### config.mk
export PLATFORM = sky130hd
export DESIGN_NAME = mem_access_ctrl_flat
export DESIGN_NICKNAME = d
export VERILOG_FILES = /design/src/rtl/mem_access_ctrl_pkg.sv /design/src/rtl/mem_access_ctrl_if.sv /design/src/rtl/mem_access_ctrl_lane_align.sv /design/src/rtl/mem_access_ctrl.sv /design/src/flat_wrapper.sv
export SDC_FILE = /design/constraint.sdc
export NUM_CORES = 1
export LEC_CHECK = 0
export BUFFER_PORTS_ARGS = -buffer_cell sky130_fd_sc_hd__clkbuf_2
export CORE_ASPECT_RATIO = 0.5
export CORE_MARGIN = 4
export CORE_UTILIZATION = 55
export CTS_CLUSTER_DIAMETER = 60
export CTS_CLUSTER_SIZE = 40
export DETAILED_ROUTE_END_ITERATION = 10
export HOLD_SLACK_MARGIN = 0.03
export PLACE_DENSITY_LB_ADDON = 0.15
export REMOVE_ABC_BUFFERS = 1
export SLEW_MARGIN = 10
export SYNTH_ARGS = -nofsm -noshare
export SYNTH_HDL_FRONTEND = slang
export SYNTH_HIERARCHICAL = 1
export SYNTH_SLANG_ARGS = --single-unit
### constraint.sdc
create_clock -name clk -period 4.55 [get_ports clk]
set_clock_uncertainty 0.2 [all_clocks]
set_input_delay 0.2275 -clock clk [delete_from_list [all_inputs] [get_ports clk]]
set_output_delay 0.2275 -clock clk [all_outputs]
set_load 0.05 [all_outputs]
### src/rtl/mem_access_ctrl_pkg.sv
// Shared types for the data-memory access controller: access size codes,
// FSM state encoding and the alignment rule used by the request check.
package mem_access_pkg;

   typedef enum logic [1:0] {
      SZ_BYTE = 2'd0,
      SZ_HALF = 2'd1,
      SZ_WORD = 2'd2,
      SZ_ILL  = 2'd3
   } size_e;

   typedef enum logic [1:0] {
      IDLE   = 2'd0,
      ACCESS = 2'd1,
      WRITE  = 2'd2,
      RESP   = 2'd3
   } state_e;

   // Illegal size counts as misaligned so one test covers both error causes.
   function automatic logic is_misaligned(input size_e size, input logic [1:0] addr_lo);
      logic bad;
      case (size)
         SZ_BYTE: bad = 1'b0;
         SZ_HALF: bad = addr_lo[0];
         SZ_WORD: bad = |addr_lo;
         default: bad = 1'b1;
      endcase
      return bad;
   endfunction

endpackage

### src/rtl/mem_access_ctrl_if.sv
// Request/response handshake between the execute stage (master) and the
// memory access controller (slave).
interface mem_access_ctrl_if;

   logic        req_valid;
   logic        req_ready;
   logic        req_write;
   logic [1:0]  req_size;
   logic        req_signed;
   logic [31:0] req_addr;
   logic [31:0] req_wdata;
   logic        resp_valid;
   logic        resp_ready;
   logic [31:0] resp_rdata;
   logic        resp_err;

   modport master (
      output req_valid, req_write, req_size, req_signed, req_addr, req_wdata, resp_ready,
      input  req_ready, resp_valid, resp_rdata, resp_err
   );

   modport slave (
      input  req_valid, req_write, req_size, req_signed, req_addr, req_wdata, resp_ready,
      output req_ready, resp_valid, resp_rdata, resp_err
   );

endinterface

### src/rtl/mem_access_ctrl_lane_align.sv
// Little-endian lane steering: extracts and extends sub-word loads, and merges
// sub-word store data into the word read back from memory.
module mem_lane_align
   import mem_access_pkg::*;
(
   input  logic [1:0]  addr_lo,
   input  size_e       size,
   input  logic        is_signed,
   input  logic [31:0] rdata,
   input  logic [15:0] wdata,
   output logic [31:0] load_data,
   output logic [31:0] merged
);

   logic [7:0]  byte_lane;
   logic [15:0] half_lane;

   always_comb begin
      // NOTE: every output gets a default first, so no path leaves one unassigned and no latch is inferred.
      load_data = rdata;
      merged    = rdata;
      byte_lane = rdata[{addr_lo, 3'b000} +: 8];
      half_lane = rdata[{addr_lo[1], 4'b0000} +: 16];
      case (size)
         SZ_BYTE: begin
            load_data                       = {{24{is_signed & byte_lane[7]}}, byte_lane};
            merged[{addr_lo, 3'b000} +: 8]  = wdata[7:0];
         end
         SZ_HALF: begin
            load_data                          = {{16{is_signed & half_lane[15]}}, half_lane};
            merged[{addr_lo[1], 4'b0000} +: 16] = wdata;
         end
         default: ;
      endcase
   end

endmodule

### src/rtl/mem_access_ctrl.sv
// Initiator side of the data-memory port: one load/store in flight, sub-word
// stores done as read-modify-write, bad requests answered with an error.
module mem_access_ctrl
   import mem_access_pkg::*;
#(
   parameter int WORD_AW = 10
) (
   input  logic               clk,
   input  logic               reset,
   mem_access_ctrl_if.slave   bus,
   output logic               mem_we,
   output logic [31:0]        mem_addr,
   output logic [31:0]        mem_wdata,
   input  logic [31:0]        mem_rdata
);

   state_e             state;
   logic               wr_q;
   logic               signed_q;
   size_e              size_q;
   logic [1:0]         addr_lo_q;
   logic [15:0]        wdata_q;
   logic               mem_we_q;
   logic               resp_valid_q;
   logic               resp_err_q;
   logic [31:0]        resp_rdata_q;

   size_e              req_size;
   logic               req_err;
   logic               req_word_store;
   logic [31:0]        load_data;
   logic [31:0]        merged;

   assign req_size       = size_e'(bus.req_size);
   assign req_err        = is_misaligned(req_size, bus.req_addr[1:0]) ||
                           (|bus.req_addr[31:WORD_AW+2]);
   assign req_word_store = bus.req_write && (req_size == SZ_WORD);

   mem_lane_align u_align (
      .addr_lo   (addr_lo_q),
      .size      (size_q),
      .is_signed (signed_q),
      .rdata     (mem_rdata),
      .wdata     (wdata_q),
      .load_data (load_data),
      .merged    (merged)
   );

   always_ff @(posedge clk) begin
      // NOTE: all state here uses non-blocking assignments so every register sees pre-edge values.
      if (reset) begin
         state        <= IDLE;
         wr_q         <= 1'b0;
         signed_q     <= 1'b0;
         size_q       <= SZ_BYTE;
         addr_lo_q    <= 2'b00;
         wdata_q      <= '0;
         mem_we_q     <= 1'b0;
         mem_addr     <= '0;
         mem_wdata    <= '0;
         resp_valid_q <= 1'b0;
         resp_err_q   <= 1'b0;
         resp_rdata_q <= '0;
      end else begin
         case (state)
            IDLE: begin
               if (bus.req_valid) begin
                  wr_q         <= bus.req_write;
                  signed_q     <= bus.req_signed;
                  size_q       <= req_size;
                  addr_lo_q    <= bus.req_addr[1:0];
                  wdata_q      <= bus.req_wdata[15:0];
                  resp_rdata_q <= '0;
                  resp_err_q   <= req_err;
                  if (req_err) begin
                     state        <= RESP;
                     resp_valid_q <= 1'b1;
                  end else begin
                     state     <= ACCESS;
                     mem_addr  <= {{(32-WORD_AW){1'b0}}, bus.req_addr[WORD_AW+1:2]};
                     mem_we_q  <= req_word_store;
                     mem_wdata <= req_word_store ? bus.req_wdata : '0;
                  end
               end
            end
            ACCESS: begin
               if (wr_q && (size_q != SZ_WORD)) begin
                  // Read half of the read-modify-write; the merge lands next cycle.
                  state     <= WRITE;
                  mem_we_q  <= 1'b1;
                  mem_wdata <= merged;
               end else begin
                  state        <= RESP;
                  mem_we_q     <= 1'b0;
                  mem_addr     <= '0;
                  mem_wdata    <= '0;
                  resp_valid_q <= 1'b1;
                  resp_rdata_q <= wr_q ? '0 : load_data;
               end
            end
            WRITE: begin
               state        <= RESP;
               mem_we_q     <= 1'b0;
               mem_addr     <= '0;
               mem_wdata    <= '0;
               resp_valid_q <= 1'b1;
               resp_rdata_q <= '0;
            end
            RESP: begin
               if (bus.resp_ready) begin
                  state        <= IDLE;
                  resp_valid_q <= 1'b0;
                  resp_err_q   <= 1'b0;
                  resp_rdata_q <= '0;
               end
            end
            default: state <= IDLE;
         endcase
      end
   end

   // Masking with reset keeps a pending write from landing on the reset edge.
   assign mem_we         = mem_we_q & ~reset;
   assign bus.req_ready  = (state == IDLE);
   assign bus.resp_valid = resp_valid_q;
   assign bus.resp_err   = resp_err_q;
   assign bus.resp_rdata = resp_rdata_q;

endmodule

### src/flat_wrapper.sv
// flat-port wrapper written by rule: the top's interface ports become plain ports
module mem_access_ctrl_flat import mem_access_pkg::*;
#(
   parameter int WORD_AW = 10
)
  (clk, reset, mem_we, mem_addr, mem_wdata, mem_rdata, bus_req_valid, bus_req_write, bus_req_size, bus_req_signed, bus_req_addr, bus_req_wdata, bus_resp_ready, bus_req_ready, bus_resp_valid, bus_resp_rdata, bus_resp_err);
  mem_access_ctrl_if bus_i ();
  input  logic clk;
  input  logic reset;
  output logic mem_we;
  output logic [31:0] mem_addr;
  output logic [31:0] mem_wdata;
  input  logic [31:0] mem_rdata;
  input wire logic [$bits(bus_i.req_valid)-1:0] bus_req_valid;
  input wire logic [$bits(bus_i.req_write)-1:0] bus_req_write;
  input wire logic [$bits(bus_i.req_size)-1:0] bus_req_size;
  input wire logic [$bits(bus_i.req_signed)-1:0] bus_req_signed;
  input wire logic [$bits(bus_i.req_addr)-1:0] bus_req_addr;
  input wire logic [$bits(bus_i.req_wdata)-1:0] bus_req_wdata;
  input wire logic [$bits(bus_i.resp_ready)-1:0] bus_resp_ready;
  output wire logic [$bits(bus_i.req_ready)-1:0] bus_req_ready;
  output wire logic [$bits(bus_i.resp_valid)-1:0] bus_resp_valid;
  output wire logic [$bits(bus_i.resp_rdata)-1:0] bus_resp_rdata;
  output wire logic [$bits(bus_i.resp_err)-1:0] bus_resp_err;
  assign bus_i.req_valid = bus_req_valid;
  assign bus_i.req_write = bus_req_write;
  assign bus_i.req_size = bus_req_size;
  assign bus_i.req_signed = bus_req_signed;
  assign bus_i.req_addr = bus_req_addr;
  assign bus_i.req_wdata = bus_req_wdata;
  assign bus_i.resp_ready = bus_resp_ready;
  assign bus_req_ready = bus_i.req_ready;
  assign bus_resp_valid = bus_i.resp_valid;
  assign bus_resp_rdata = bus_i.resp_rdata;
  assign bus_resp_err = bus_i.resp_err;
  mem_access_ctrl #(.WORD_AW(WORD_AW)) u_core (.clk(clk), .reset(reset), .bus(bus_i), .mem_we(mem_we), .mem_addr(mem_addr), .mem_wdata(mem_wdata), .mem_rdata(mem_rdata));
endmodule
==> Flow_metrics.wiki <==
{| class="wikitable"
! Metric !! Value
|-
| Fraction of the mapped netlist area in compound gates || 0.300
|-
| Total routing usage reported by global routing || 0.298
|-
| Yosys cell types || 54
|-
| Antenna-violating nets left || 0
|-
| Setup TNS || 0 ns
|-
| Number of register bits inferred by synthesis || 101
|-
| Detailed-router iteration count before antenna repair || 6
|-
| Core region area || 10,400 µm²
|-
| Width of the chip || 155 µm
|-
| Via count || 6,396
|-
| Count of pins on the block boundary || 204
|-
| Switching Power || 2.34 mW
|-
| Switching fraction of total power || 0.497
|-
| Number of synthesized flops with an enable pin || 0
|-
| Critical path launch point type || register
|-
| Diode insertion count for antenna repair || 0
|-
| Main combinational cell family by area after synthesis || compound AO/OA/AOI/OAI gates
|-
| Number of DRC markers in iteration 0 || 685
|-
| Number of CTS-inserted buffers || 9
|-
| Share of total power in combinational logic || 0.537
|-
| Maximum number of pins on one net before global-route repair || 68
|-
| Clock latency reported for the late side of the worst-skew pair || 0.35 ns
|-
| Area share of xor/xnor cells in the synthesized design || 0
|-
| Fin crit share || 0.638
|-
| Vertical extent of the die || 81.5 µm
|-
| Max-cap viol count || 0
|-
| Unrepaired setup endpoints after global routing || false
|-
| TritonCTS clock tree || built
|-
| CP endpoint kind || register
|-
| Maximum buffer depth of the clock tree || 2
|-
| Post-placement cell area || 6730 µm²
|-
| Mean Syn Cell Area || 8.14 µm²
|-
| Post-cts resize count || 0
|-
| Hold Path Class || input port to register
|-
| Maximum fanout encountered on the critical timing path || 11
|-
| Total buffers and inverters traversed by the critical path || 1
|-
| Class of the most critical setup path || register to register
|-
| Result of the run || finished clean
|-
| Critical path's top delay family || simple AND/OR/NAND/NOR gates
|-
| Final hold viol count || 0
|-
| Worst setup slack before clock tree synthesis || 1.70 ns
|-
| Via count of the first global-routing pass || 5,941
|-
| CTS sink cnt || 101
|-
| Fraction of final layout cells sized beyond drive strength 1 || 0.268
|-
| Routability-driven placement congestion ratio || 0.901
|-
| Total Power || 4.71 mW
|-
| DRC violations left || 0
|-
| Portion of the post-synthesis area used by sequential elements || 0.340
|-
| Share of synthesized cell area in and, or, nand and nor gates || 0.217
|-
| Average detailed-routed wire length per instance || 18.6 µm
|-
| Primary FF master, synth || sky130_fd_sc_hd__dfxtp_1
|-
| Sum of overflow across all layers after global routing || 0
|-
| Slew @ Worst Pin || 1.29 ns
|-
| Routed vias/inst || 6.14
|-
| Net count, final || 1,010
|-
| Standard-cell row count || 26
|-
| Number of input and output port buffers inserted || 181
|-
| CTS H-Tree Depth || 3
|-
| Power Internal || 2.37 mW
|-
| Clock edge transition at the registers on the reported setup and hold paths || 0.07 ns
|-
| Crit path cell chain || inv_1 > ha_1 > or3b_1 > nor4_4 > a221o_1 > a22oi_1 > a211oi_1
|-
| Maximum single-stage delay on the critical path || 0.54 ns
|-
| Pwr Density || 635 nW/µm²
|-
| Post-DP HPWL || 13,000 µm
|-
| Number of antenna violations at the first check in global routing || 0
|-
| Worst endpoint required time || 4.61 ns
|-
| Worst slew margin relative to its limit || 0.140
|-
| Maximum frequency from static timing analysis || 344 MHz
|-
| Relative area change from synthesis to final layout || 24.8%
|-
| Crit path max-delay cell type || sky130_fd_sc_hd__nor4_4
|-
| Mapped cell area || 5940 µm²
|-
| Slack of the critical path || 1.65 ns
|-
| Final routed wirelength across all metal layers || 19,400 µm
|-
| Share of synthesized cell area in full adder, half adder and majority cells || 0.0168
|-
| Post-synthesis instance total || 730
|-
| First-pass GRT wire length || 30,200 µm
|-
| Share of total power in the clock network || 0.188
|-
| Final non-filler cell area || 7410 µm²
|-
| Buffer cell driving the clock tree root || sky130_fd_sc_hd__clkbuf_16
|-
| Crit path time final || 2.90 ns
|-
| VDD IR max || 0.787 mV
|-
| Fraction of synthesis flops using an asynchronous set or reset pin || 0
|-
| Total number of yosys warnings || 6
|-
| Starting density of the core || 0.572
|-
| CP arrival || 2.96 ns
|-
| Leakage power of the design || 3.00 nW
|-
| Reg power frac || 0.275
|-
| Mux share of post-synthesis cell area || 0.0411
|-
| Final number of max-transition violations || 0
|-
| Area enclosed by the die boundary || 12,600 µm²
|-
| Final setup violation count || 0
|}
==> cell usage in the layout, fill, tap and decap left out, types with 4 or more instances in the layout <==
cell type | netlist | routed
sky130_fd_sc_hd__mux2i_1 | 12 | 12
sky130_fd_sc_hd__a32o_1 | 15 | 15
sky130_fd_sc_hd__buf_4 | 26 | 10
sky130_fd_sc_hd__or3b_2 | 8 | 8
sky130_fd_sc_hd__a211oi_1 | 26 | 26
sky130_fd_sc_hd__o21ai_1 | 4 | 4
sky130_fd_sc_hd__a22oi_1 | 32 | 32
sky130_fd_sc_hd__nand2_1 | 119 | 119
sky130_fd_sc_hd__and4_1 | 8 | 8
sky130_fd_sc_hd__clkbuf_16 | 0 | 9
sky130_fd_sc_hd__clkbuf_2 | 1 | 180
sky130_fd_sc_hd__a211oi_2 | 7 | 7
sky130_fd_sc_hd__a22o_1 | 4 | 4
sky130_fd_sc_hd__a21boi_0 | 8 | 8
sky130_fd_sc_hd__nor3_1 | 5 | 4
sky130_fd_sc_hd__nand3_1 | 36 | 36
sky130_fd_sc_hd__a221o_1 | 46 | 46
sky130_fd_sc_hd__nor4_1 | 5 | 5
sky130_fd_sc_hd__nor2b_1 | 7 | 5
sky130_fd_sc_hd__o21ai_0 | 24 | 24
sky130_fd_sc_hd__nand2b_1 | 19 | 19
sky130_fd_sc_hd__inv_1 | 8 | 8
sky130_fd_sc_hd__dfxtp_1 | 101 | 101
sky130_fd_sc_hd__ha_1 | 8 | 8
sky130_fd_sc_hd__nor2_1 | 42 | 41
sky130_fd_sc_hd__mux2_2 | 9 | 9
sky130_fd_sc_hd__a21oi_1 | 59 | 59
sky130_fd_sc_hd__conb_1 | 1 | 22
sky130_fd_sc_hd__dlygate4sd3_1 | 0 | 34
==> tightest hold or removal path, cell delays in order <==
cell	delay (ns)
sky130_fd_sc_hd__clkbuf_2	0.08
sky130_fd_sc_hd__a22oi_1	0.14
sky130_fd_sc_hd__a211oi_1	0.09
==> power groups by stage <==
stage                     clock network (mW)  logic [mW]  registers, mW
final                                  0.888        2.53           1.29
after global routing                   0.933        2.71           1.32
after CTS                              0.895        2.50           1.29
after detailed placement                   0        2.47           1.31
after global placement                     0        2.43           1.30
after floorplan                            0        1.16           1.99
==> registers in the layout, summed over array words and instances, names as in the netlist <==
name	flops
u_core/bus.resp_rdata	32
u_core/mem_wdata	32
u_core/wdata_q	16
u_core/mem_addr	10
u_core/addr_lo_q	2
u_core/size_q	2
u_core/state	2
u_core/bus.resp_err	1
u_core/bus.resp_valid	1
u_core/mem_we_q	1
u_core/signed_q	1
u_core/wr_q	1
==> path summary, 6_finish.rpt <==
| path | start | end | slack, ns | depth (start not counted) |
|---|---|---|---|---|
| setup / recovery | u_core/addr_lo_q[0] | u_core/mem_wdata[15] | 1.65 | 7 |
| hold reg to reg | u_core/bus.resp_rdata[8] | u_core/bus.resp_rdata[8] | 0.25 | 2 |
| hold / removal | bus_req_wdata[31] | u_core/mem_wdata[31] | 0.03 | 3 |
| setup reg to reg | u_core/addr_lo_q[0] | u_core/mem_wdata[15] | 1.65 | 7 |
==> per-layer routing <==
layer / wire [µm] / global-route usage / share of wire
met1: 8100 / 0.405 / 0.42
met4: 351 / 0.101 / 0.018
met5: 0 / 0 / 0
met2: 8460 / 0.448 / 0.44
met3: 2520 / 0.0974 / 0.13
==> through the flow <==
| stage | utilization | hold slack, ns | cells |
|---|---|---|---|
| after floorplan | - | 0.0921 | 663 |
| after global placement | 0.648 | 0.240 | 993 |
| after detailed placement | 0.648 | 0.244 | 993 |
| after CTS | 0.713 | 0.0322 | 1042 |
| after global routing | 0.714 | 0.0405 | 1042 |
| final | 0.714 | 0.0350 | 1042 |
==> final cells by class <==
type	instances	area [µm²]
Tap cell	140	175
Timing Repair Buffer	224	1320
Inverter	9	33.8
Multi-Input combinational cell	553	3530
Clock inverter	6	111
Fill cell	856	2960
Sequential cell	101	2020
Clock buffer	9	225
==> cell usage after synthesis (7+ instances only) <==
master                       n  share of area
sky130_fd_sc_hd__mux2i_1    12          0.020
sky130_fd_sc_hd__dfxtp_1   101           0.34
sky130_fd_sc_hd__a221o_1    46          0.078
sky130_fd_sc_hd__a211oi_2    7          0.015
sky130_fd_sc_hd__a32o_1     15          0.025
sky130_fd_sc_hd__nor2_1     42          0.027
sky130_fd_sc_hd__inv_1       8         0.0051
sky130_fd_sc_hd__buf_2      13          0.011
sky130_fd_sc_hd__or3b_2      8          0.012
sky130_fd_sc_hd__mux2_2      9          0.017
sky130_fd_sc_hd__a21boi_0    8          0.010
sky130_fd_sc_hd__nand2_1   119          0.075
sky130_fd_sc_hd__clkbuf_1   40          0.025
sky130_fd_sc_hd__o21ai_0    24          0.020
sky130_fd_sc_hd__and4_1      8          0.012
sky130_fd_sc_hd__nor2b_1     7         0.0074
sky130_fd_sc_hd__a22oi_1    32          0.040
sky130_fd_sc_hd__a211oi_1   26          0.033
sky130_fd_sc_hd__a21oi_1    59          0.050
sky130_fd_sc_hd__buf_4      26          0.033
sky130_fd_sc_hd__ha_1        8          0.017
sky130_fd_sc_hd__nand3_1    36          0.030
sky130_fd_sc_hd__nand2b_1   19          0.020
==> logic make-up after synthesis <==
logic type / count (synthesis)
other: 1
buffers and inverters: 97
muxes: 22
adders and majority gates: 8
AOI/OAI and AO/OA: 238
DFF: 101
and+or+nand+nor: 263
==> timing repair <==
action                    4_1_cts  5_1_grt
hold buffers                   34        0
hold endpoints to repair       34        0
buffers inserted                0        0
No activity file was read; power rests on OpenSTA's default activity.
